`src/rtl/inv_share_arbiter.sv`:
```
// Round-robin arbiter sharing one bitwise-inversion unit among N requesters.
// One operation at a time: grant, occupy the inverter for EXEC_CYCLES, present the result.
module inv_share_arbiter #(
    parameter int N           = 4,
    parameter int W           = 8,
    parameter int EXEC_CYCLES = 2
) (
    input  logic                 clk,
    input  logic                 rst,
    input  logic [N-1:0]         req,
    input  logic [N*W-1:0]       req_data,
    output logic [N-1:0]         gnt,
    output logic                 busy,
    output logic                 resp_valid,
    output logic [$clog2(N)-1:0] resp_id,
    output logic [W-1:0]         resp_data
);

    localparam int ID_W  = $clog2(N);
    localparam int CNT_W = $clog2(EXEC_CYCLES + 1);

    typedef enum logic [1:0] {
        ST_IDLE = 2'd0,
        ST_EXEC = 2'd1,
        ST_DONE = 2'd2
    } state_t;

    state_t           r_state;
    state_t           w_state_nxt;
    logic [ID_W-1:0]  r_ptr;
    logic [CNT_W-1:0] r_cnt;
    logic [N-1:0]     r_gnt;
    logic [W-1:0]     r_data_q;
    logic             r_resp_valid;
    logic [ID_W-1:0]  r_resp_id;
    logic [W-1:0]     r_resp_data;

    logic [ID_W:0]    w_pick;
    logic             w_found;
    logic [ID_W-1:0]  w_winner;
    logic [N-1:0]     w_onehot;
    logic             w_launch;
    logic             w_finish;
    logic [W-1:0]     w_ops [N];

    // Search ptr+1, ptr+2, ... mod N; iterating from the far end lets the nearest hit win.
    function automatic logic [ID_W:0] f_pick(input logic [N-1:0] r, input logic [ID_W-1:0] p);
        logic [ID_W:0]   res;
        logic [ID_W-1:0] idx_l;
        int              idx;
        res = '0;
        for (int off = N; off >= 1; off--) begin
            idx   = (int'(p) + off) % N;
            idx_l = ID_W'(idx);
            if (r[idx_l]) begin
                res = {1'b1, idx_l};
            end
        end
        return res;
    endfunction

    for (genvar gi = 0; gi < N; gi++) begin : g_ops
        assign w_ops[gi] = req_data[gi*W +: W];
    end

    assign w_pick   = f_pick(req, r_ptr);
    assign w_found  = w_pick[ID_W];
    assign w_winner = w_pick[ID_W-1:0];
    assign w_onehot = N'(1) << w_winner;
    assign w_launch = (r_state == ST_IDLE) && w_found;
    assign w_finish = (r_state == ST_EXEC) && (r_cnt == '0);

    always_ff @(posedge clk) begin
        if (rst) begin
            r_state <= ST_IDLE;
        end else begin
            r_state <= w_state_nxt;
        end
    end

    always_comb begin
        w_state_nxt = r_state;
        case (r_state)
            ST_IDLE: if (w_found) w_state_nxt = ST_EXEC;
            ST_EXEC: if (r_cnt == '0) w_state_nxt = ST_DONE;
            ST_DONE: w_state_nxt = ST_IDLE;
            default: w_state_nxt = ST_IDLE;
        endcase
    end

    // Arbitration pointer, occupancy counter and result registers.
    always_ff @(posedge clk) begin
        if (rst) begin
            r_ptr        <= ID_W'(N - 1);
            r_cnt        <= '0;
            r_gnt        <= '0;
            r_resp_valid <= 1'b0;
            r_resp_id    <= '0;
            r_resp_data  <= '0;
        end else begin
            r_gnt        <= '0;
            r_resp_valid <= 1'b0;
            if (w_launch) begin
                r_gnt <= w_onehot;
                r_ptr <= w_winner;
                r_cnt <= CNT_W'(EXEC_CYCLES - 1);
            end else if (w_finish) begin
                r_resp_valid <= 1'b1;
                r_resp_id    <= r_ptr;
                r_resp_data  <= ~r_data_q;
            end else if (r_state == ST_EXEC) begin
                r_cnt <= r_cnt - 1'b1;
            end
        end
    end

    // Operand is captured only at grant, so later req_data changes cannot leak in.
    always_ff @(posedge clk) begin
        if (w_launch) begin
            r_data_q <= w_ops[w_winner];
        end
    end

    assign gnt        = r_gnt;
    assign busy       = (r_state != ST_IDLE);
    assign resp_valid = r_resp_valid;
    assign resp_id    = r_resp_id;
    assign resp_data  = r_resp_data;

endmodule

```
`config.mk`:
```
export PLATFORM = sky130hd
export DESIGN_NAME = inv_share_arbiter
export DESIGN_NICKNAME = d
export VERILOG_FILES = /design/src/rtl/inv_share_arbiter.sv
export SDC_FILE = /design/constraint.sdc
export NUM_CORES = 1
export LEC_CHECK = 0
export ABC_CLOCK_PERIOD_IN_PS = 3900
export BUFFER_PORTS_ARGS = -buffer_cell sky130_fd_sc_hd__clkbuf_2
export CORE_ASPECT_RATIO = 1.1
export CORE_UTILIZATION = 23
export DETAILED_ROUTE_END_ITERATION = 7
export PLACE_DENSITY = 0.45
export SYNTH_ARGS = -nofsm -noshare
export SYNTH_HDL_FRONTEND = slang
export SYNTH_SLANG_ARGS = --single-unit
```
`constraint.sdc`:
```
create_clock -name clk -period 3.9 [get_ports clk]
set_input_delay 0 -clock clk [delete_from_list [all_inputs] [get_ports clk]]
set_output_delay 0 -clock clk [all_outputs]
set_load 0.005 [all_outputs]
```
==> results.txt, run 1 <==
* Static power due to leakage: 0.000786 µW
- Dominant delay contributor by cell family on the critical path: compound AO/OA/AOI/OAI gates
- After detailed routing, the wire length on met1 is 1230 µm.
- Share of power burned in the clock network: 28.2%
- Unrepaired setup endpoints after global routing: false
* Cell Pwr Density: 463 nW/µm²
* Number of pins exceeding their max-slew limit in the final report: 0
* Starting utilization of the core area: 24.5%
- Placement row count: 28
* CP cell instances: nor2b_1 > o311a_2 > mux2i_1 > mux2i_1
- TritonCTS clock tree: done
* Cell at the root of the clock tree: sky130_fd_sc_hd__clkbuf_8
- The count of nets left with antenna violations once routing finished came out at 0.
- Reg area: 661 µm²
- Avg Inst Size Synth: 11.1 µm²
* Post-detailed-routing wire length: 2760 µm
- The worst pin sits at a relative slew slack of 51.9%.
* Vias in the first global route: 977
- In the final routed layout, each cell accounts on average for 11.0 µm.
- The netlist uses 32 different library cells.
* Class of the tightest hold or removal check: input port to flop
* Post-CTS Resized: 0
* Commonest non-fill, non-tap cell in the layout: sky130_fd_sc_hd__clkbuf_2
- From synthesis to final layout, the design area changed by 29.7%.
- Via/cell ratio: 4.18
* Detailed placement HPWL: 2090 µm
- Portion of the clock cycle consumed by the worst path in the final layout: 44.0%
- Layout Nets: 213
- Based on the critical path, the design can be clocked at up to 583 MHz.
- Summing over every cut layer, the via total after detailed routing is 1,044.
- The path with the worst hold slack has its endpoint at r_data_q[3].
* Top-Level Pins: 54
* Result of the run: finished, final reports clean
* All-Layer GR Usage: 9.63%
* Combinational share of power: 24.2%
- Synthesis inferred 29 register bits.
- Hold repair after CTS inserted 0 buffers.
- Mapped Area: 1350 µm²
* End of the worst register-to-register path: r_data_q[0]
* Final count of negative-setup-slack endpoints: 0
- Die area: 6170 µm²
* Summed negative setup slack over all endpoints: 0 ns
- The worst setup path is captured at a flop.
- By instance count, the cell type seen most on the critical path is sky130_fd_sc_hd__mux2i_1.
- After filler insertion, the fill cell instance count of the layout stands at 596.
- DRC violation total after the first TritonRoute iteration: 32
* Launching instance or port of the critical path: r_ptr[0]
- Crit-path max cell delay: 0.60 ns
- Overall power of the completed layout: 809 µW
- Once placement completed, the tool counted placed cells totaling 242.
- Sequential cells account for 47.6% of the total power.
- Sequential element share of the synthesized area: 49.0%
- Once the clock tree was built, the setup fixing pass inserted 0 buffers.
* Arrival time at the worst endpoint: 1.73 ns
- Post-detailed-route DRC marker count: 0
- Maximum capacitance violations: 0
- The worst-case IR drop observed on VDD is 0.155 mV.
- Int Power: 583 µW
* Placed cell area: 1670 µm²
- Number of warning messages in the yosys log: 0
- Crit start category: flop
- Clock skew on the completed layout was measured at 0.00446 ns.
- Worst Max-Slew Pin Slew: 0.722 ns
* Number of cell instances on the worst register-to-register path: 4
- Counting along the longest clock path gives a buffer depth of 2.
* Leading cell types in the layout, fill and taps excluded: sky130_fd_sc_hd__clkbuf_2 (53), sky130_fd_sc_hd__mux2i_1 (26), sky130_fd_sc_hd__dfxtp_1 (21)
- Maximum fanout encountered on the critical timing path: 21
- Number of port buffers: 53
* Clock sink total: 29
- Final weighted congestion in routability-driven placement: 0.645
- Routed signal wires occupy layers up through met4.
- Switching component of the power: 226 µW
* Clock network latency to the later pin of the worst-skew pair: 0.27 ns
- Detailed-routed wire length on met2: 1330 µm
* Cells on Worst Hold Path: 3
* Worst path bufs/invs: 0
* Startpoint of the lowest-slack hold path: req_data[3]
- In the final layout, the multi-input gates occupy 622 µm².
- Met3 layer wire length in the routed design: 150 µm
* Clock buffers created by TritonCTS: 5
- The first global-routing pass estimated 4440 µm of wire.
- The worst path needs 1.71 ns of the cycle, external delays included.
- Cell count after synthesis: 121
- The initial antenna violation count came to 0.
* Worst endpoint required time: 3.92 ns
- Final core utilization: 31.8%
- Design area: 1750 µm²
- Global route overflow: 0
* Hold Vio Cnt, Final: 0
* Antenna Cells: 0
- Die Y: 82.3 µm
- After clock tree synthesis, the clock-pin slew on the worst setup and hold paths is 0.06 ns.
- First-pass DRT Iterations: 2
- The finished layout holds 250 standard cells, fillers aside.
* Switching Fraction: 27.9%
- The slowest stage of the critical path belongs to the cell sky130_fd_sc_hd__o311a_2.
- From left edge to right edge, the die measures 75.0 µm.
- Entering global routing, the biggest net connects 22 pins.
- In this run the register-to-register setup slack is 2.19 ns.
- Core area: 5500 µm²
- The critical path in this run is classified as flop to flop.
- In this run the number of H-tree levels came out at 2.
- Net count after synthesis: 160
* Launch point of the worst reg-to-reg path: r_ptr[0]
- Of the cells placed in the final design, the portion with a size suffix greater than 1 is 37.1%.
==> flip-flops by register name (all words and copies together), names as in the netlist <==
register    flops
r_ptr           2
gnt             4
r_cnt           2
resp_data       8
r_state         2
resp_id         2
resp_valid      1
r_data_q        8
==> layer usage <==
layer | vias to the layer above | global-route usage (%)
met5 | - | 0
met3 | 6 | 3.03
li1 | 537 | -
met2 | 31 | 15.2
met1 | 470 | 11.8
met4 | 0 | 4.53
==> worst reg2reg max path, delay by kind of cell (launching register included) <==
family | cells | cell delay (ns)
AOI/OAI and AO/OA | 1 | 0.60
DFF | 1 | 0.34
muxes | 2 | 0.36
and+or+nand+nor | 1 | 0.16
==> how the worst max path moves through the flow <==
stage                             end  slack (ns)  cells past startpoint
after floorplan           r_data_q[0]        2.45                      5
after global placement    r_data_q[7]        2.23                      4
after detailed placement  r_data_q[5]        2.18                      4
after CTS                 r_data_q[5]        2.17                      4
after global routing      r_data_q[6]        2.05                      4
final                     r_data_q[0]        2.19                      4
==> kinds of logic (layout without fill, tap and decap cells) <==
| family | count (synthesis) | count (layout) | synth area share (%) |
|---|---|---|---|
| flip-flops | 29 | 29 | 49.0 |
| XOR/XNOR | 1 | 1 | 0.650 |
| multiplexers | 26 | 26 | 19.3 |
| buffers and inverters | 13 | 67 | 5.38 |
| AO/OA/AOI/OAI | 18 | 18 | 9.94 |
| adder cells (fa/ha/maj) | 1 | 1 | 0.928 |
| AND/OR/NAND/NOR | 33 | 33 | 14.8 |
==> cell type report <==
cell class / count / share of cell area [%]
clock inverters: 1 / 0.215
multi-input cells: 79 / 35.6
flip-flops and latches: 29 / 37.8
inverters: 5 / 1.07
well taps: 75 / 5.37
repair buffers: 54 / 15.6
clock buffers: 7 / 4.37
==> power groups by stage <==
stage                     clock [µW]  sequential, µW  combinational, µW
after floorplan                    0             387                144
after global placement             0             390                195
after detailed placement           0             392                199
after CTS                        237             386                200
after global routing             251             390                220
final                            228             385                196
==> stage by stage <==
stage          hold WS [ns]  setup slack (ns)
3_3_place_gp          0.369              2.23
3_5_place_dp          0.376              2.18
6_report             0.0870              2.19
5_1_grt              0.0927              2.05
4_1_cts              0.0867              2.17
2_1_floorplan         0.237              2.45
==> synthesized netlist by cell type (all sizes together) <==
cell | n | area share (%)
or3b | 1 | 0.65
xnor2 | 1 | 0.65
mux2i | 26 | 19
nor2 | 16 | 4.5
dfxtp | 21 | 31
o31a | 1 | 0.65
and3b | 2 | 1.3
nor4 | 1 | 0.93
and3 | 1 | 0.46
a211oi | 8 | 4.5
or2 | 2 | 0.93
buf | 5 | 3.2
a211o | 1 | 0.65
o21ai | 2 | 0.74
a2111oi | 1 | 0.65
ha | 1 | 0.93
nor2b | 7 | 3.4
nand2 | 1 | 0.28
nor4b | 1 | 1.8
inv | 5 | 1.4
a21oi | 2 | 0.74
nor3b | 1 | 0.56
a21o | 1 | 0.56
o311ai | 1 | 0.65
o311a | 1 | 0.84
clkbuf | 3 | 0.84
edfxtp | 8 | 18
Power figures use the tool's default switching activity.
==> run 2: changes to the inputs <==
--- a/config.mk
+++ b/config.mk
@@ -5,7 +5,7 @@
 export SDC_FILE = /design/constraint.sdc
 export NUM_CORES = 1
 export LEC_CHECK = 0
-export ABC_CLOCK_PERIOD_IN_PS = 3900
+export ABC_CLOCK_PERIOD_IN_PS = 1700
 export BUFFER_PORTS_ARGS = -buffer_cell sky130_fd_sc_hd__clkbuf_2
 export CORE_ASPECT_RATIO = 1.1
 export CORE_UTILIZATION = 23
==> constraint.sdc (replaced) <==
create_clock -name clk -period 1.7 [get_ports clk]
set_input_delay 0 -clock clk [delete_from_list [all_inputs] [get_ports clk]]
set_output_delay 0 -clock clk [all_outputs]
set_load 0.005 [all_outputs]
==> results.txt, run 2 (synthesis gave the netlist of run 1 again) <==
* Worst Max-Slew Pin Slew: 0.454 ns (-0.268 ns)
* DRC violation total after the first TritonRoute iteration: 31 (-3.1%)
- Area added between synthesis and finish: 32.3%
- Leading cell types in the layout, fill and taps excluded: sky130_fd_sc_hd__clkbuf_2 (53), sky130_fd_sc_hd__mux2i_1 (26), sky130_fd_sc_hd__dfxtp_1 (21)
- The wire length of the first global-routing pass was 4530 µm (+2.2%).
* Share of power burned in the clock network: 28.2% (about the same)
- Post-detailed-routing wire length: 2780 µm (+0.72%)
- Cell at the root of the clock tree: sky130_fd_sc_hd__clkbuf_8
* Final critical path time including I/O delays and setup: 1.57 ns (-0.146 ns)
- CP cell instances: inv_1 > o311a_4 > mux2i_1 > mux2i_1
* WL met1: 1110 µm (-9.2%)
- The critical path is of the flop to flop type.
- By instance count, the cell type seen most on the critical path is sky130_fd_sc_hd__mux2i_1.
* Clock input transition at the sequential cells of the worst setup and hold paths: 0.06 ns (about the same)
- Global route overflow: 0 (unchanged)
* Filler instances: 601 (+0.84%)
- Top-Level Pins: 54 (unchanged)
- Met3 layer wire length in the routed design: 173 µm (+15%)
- The count of antenna diodes in the layout is 0 (unchanged).
* Placement row count: 28 (unchanged)
- Hold Worst Slack: 0.0925 ns (+0.00552 ns)
- The overall routing resource usage came to 9.97% (+0.34 points).
- Reg area: 661 µm² (unchanged)
* Starting utilization of the core area: 24.5% (unchanged)
- The number of remaining DRC errors came to 0 (unchanged).
- The tightest min-delay check is of the input port to flop type.
- Int Power: 1350 µW (+130%)
* Layout Nets: 216 (+1.4%)
- The setup-violating endpoint count in the final report came to 0 (unchanged).
- Maximum capacitance violations: 0 (unchanged)
- Commonest non-fill, non-tap cell in the layout: sky130_fd_sc_hd__clkbuf_2
- Clock sink total: 29 (unchanged)
- The part of the power in combinational logic came to 24.9% (+0.7 points).
- Total setup buffers inserted after CTS: 0 (unchanged)
* Via count: 1,044 (unchanged)
- The clock insertion delay at the later pin of the skew report was 0.28 ns (about the same).
- Portion of the clock cycle consumed by the worst path in the final layout: 92.3% (+48 points)
- Worst endpoint required time: 1.72 ns (-2.20 ns)
* Final weighted congestion in routability-driven placement: 0.667 (+3.4%)
* Portion of total power attributed to sequential cells: 46.9% (-0.7 points)
- Result of the run: finished, final reports clean
- The number of search-and-repair iterations in the first detailed-routing pass came to 4 (+2).
- Post-route clock skew: 0.00539 ns (+0.000931 ns)
- The switching share of power is 28.0% (+0.048 points).
* Detailed-routed wire length on met2: 1440 µm (+8.3%)
- The number of global-route vias before repair is 1,019 (+4.3%).
* Die X-Extent: 75.0 µm (unchanged)
- The remaining antenna violation count came to 0 (unchanged).
- Maximum fanout encountered on the critical timing path: 21 (unchanged)
* IR drop worst, VDD: 0.287 mV (+86%)
- Static power due to leakage: 0.000808 µW (+2.8%)
* Clock buffers created by TritonCTS: 5 (unchanged)
* Die area: 6170 µm² (unchanged)
- The multi-input gate area in the final layout is 632 µm² (+1.6%).
* Initial antenna violation count: 0 (unchanged)
* Cell Pwr Density: 1050 nW/µm² (+130%)
- Crit start category: flop
- The maximum number of pins on one net before global-route repair is 22 (unchanged).
- The maximum single-stage delay on the critical path was 0.52 ns (-0.08 ns).
* Number of port buffers: 53 (unchanged)
- Core area: 5500 µm² (unchanged)
- Critical Path Sink Type: flop
* Max Root-Sink Buffers: 2 (unchanged)
* Max-slew headroom: 69.7% (+18 points)
* Detailed placement HPWL: 2090 µm (+0.29%)
* Switching component of the power: 525 µW (+130%)
* Number of pins exceeding their max-slew limit in the final report: 0 (unchanged)
- The final sum of negative setup slack came to 0 ns (unchanged).
* Share of final-layout standard cells stronger than drive strength 1: 39.3% (+2.2 points)
* Highest metal layer with signal wires: met4
* Highest clock rate: 638 MHz (+9.3%)
- The final-report hold violation count came to 0 (unchanged).
* Arrival time at the worst endpoint: 1.59 ns (-0.14 ns)
- Via/cell ratio: 4.13 (-1.2%)
* TritonCTS clock tree: done
- Routed length per instance: 11.0 µm (-0.47%)
* Number of levels in the clock H-tree: 2 (unchanged)
* CP max stage cell: sky130_fd_sc_hd__o311a_4
- Die Y: 82.3 µm (unchanged)
- Setup repair after global routing left no endpoint under its margin.
run 2: changes by cell type in the layout (fill, tap and decap cells not counted), sizes merged:
cell | previous run | this run
clkinv | 1 | 2
buf | 1 | 4
clkbuf | 60 | 59
run 2: routing by layer:
| layer | GRT usage (%) | vias up |
|---|---|---|
| met3 | 3.16 | 4 |
| met2 | 17.3 | 32 |
| li1 | - | 548 |
| met1 | 10.6 | 460 |
| met4 | 5.66 | 0 |
| met5 | 0 | - |
run 2: path summary, 6_finish.rpt:
| check | from | end | slack (ns) | cells after the start |
|---|---|---|---|---|
| worst max-delay path | r_ptr[1] | r_data_q[2] | 0.13 | 4 |
| worst min-delay path | req_data[0] | r_data_q[0] | 0.09 | 3 |
| worst max register to register | r_ptr[1] | r_data_q[2] | 0.13 | 4 |
| worst min register to register | r_data_q[4] | resp_data[4] | 0.42 | 1 |
run 2: per-stage QoR:
stage	instances	setup slack, ns	util, %	power (µW)	instance area (µm²)
3_3_place_gp	245	0.00667	30.7	1360	1690
6_report	253	0.131	32.4	1880	1780
3_5_place_dp	245	-0.0552	30.7	1370	1690
5_1_grt	253	0.0325	32.4	2000	1780
4_1_cts	253	0.122	32.4	1920	1780
2_1_floorplan	121	0.250	-	1220	1350
run 2: area by class of cell:
class	count	share of cell area, %
clock buffer	6	4.07
clock inverter	2	0.561
inverter	5	1.05
multi-input combinational	79	35.4
sequential	29	37.1
tap	75	5.26
timing repair buffer	57	16.6
run 2: worst max-delay path, delay by kind of cell, from the launching register on:
family | cells | cell delay, ns
AOI/OAI and AO/OA | 1 | 0.52
buffers and inverters | 1 | 0.09
DFF | 1 | 0.40
muxes | 2 | 0.30
run 2: power groups by stage:
stage / Clock (µW) / Combinational, µW / Sequential (µW)
3_5_place_dp: 0 / 475 / 896
4_1_cts: 552 / 483 / 882
2_1_floorplan: 0 / 329 / 889
6_report: 529 / 468 / 880
5_1_grt: 578 / 528 / 898
3_3_place_gp: 0 / 463 / 895
run 2: timing repair:
action	in CTS	in global routing
hold buffers	0	0
gates resized for setup	1	0
endpoints found under the setup margin	9	0
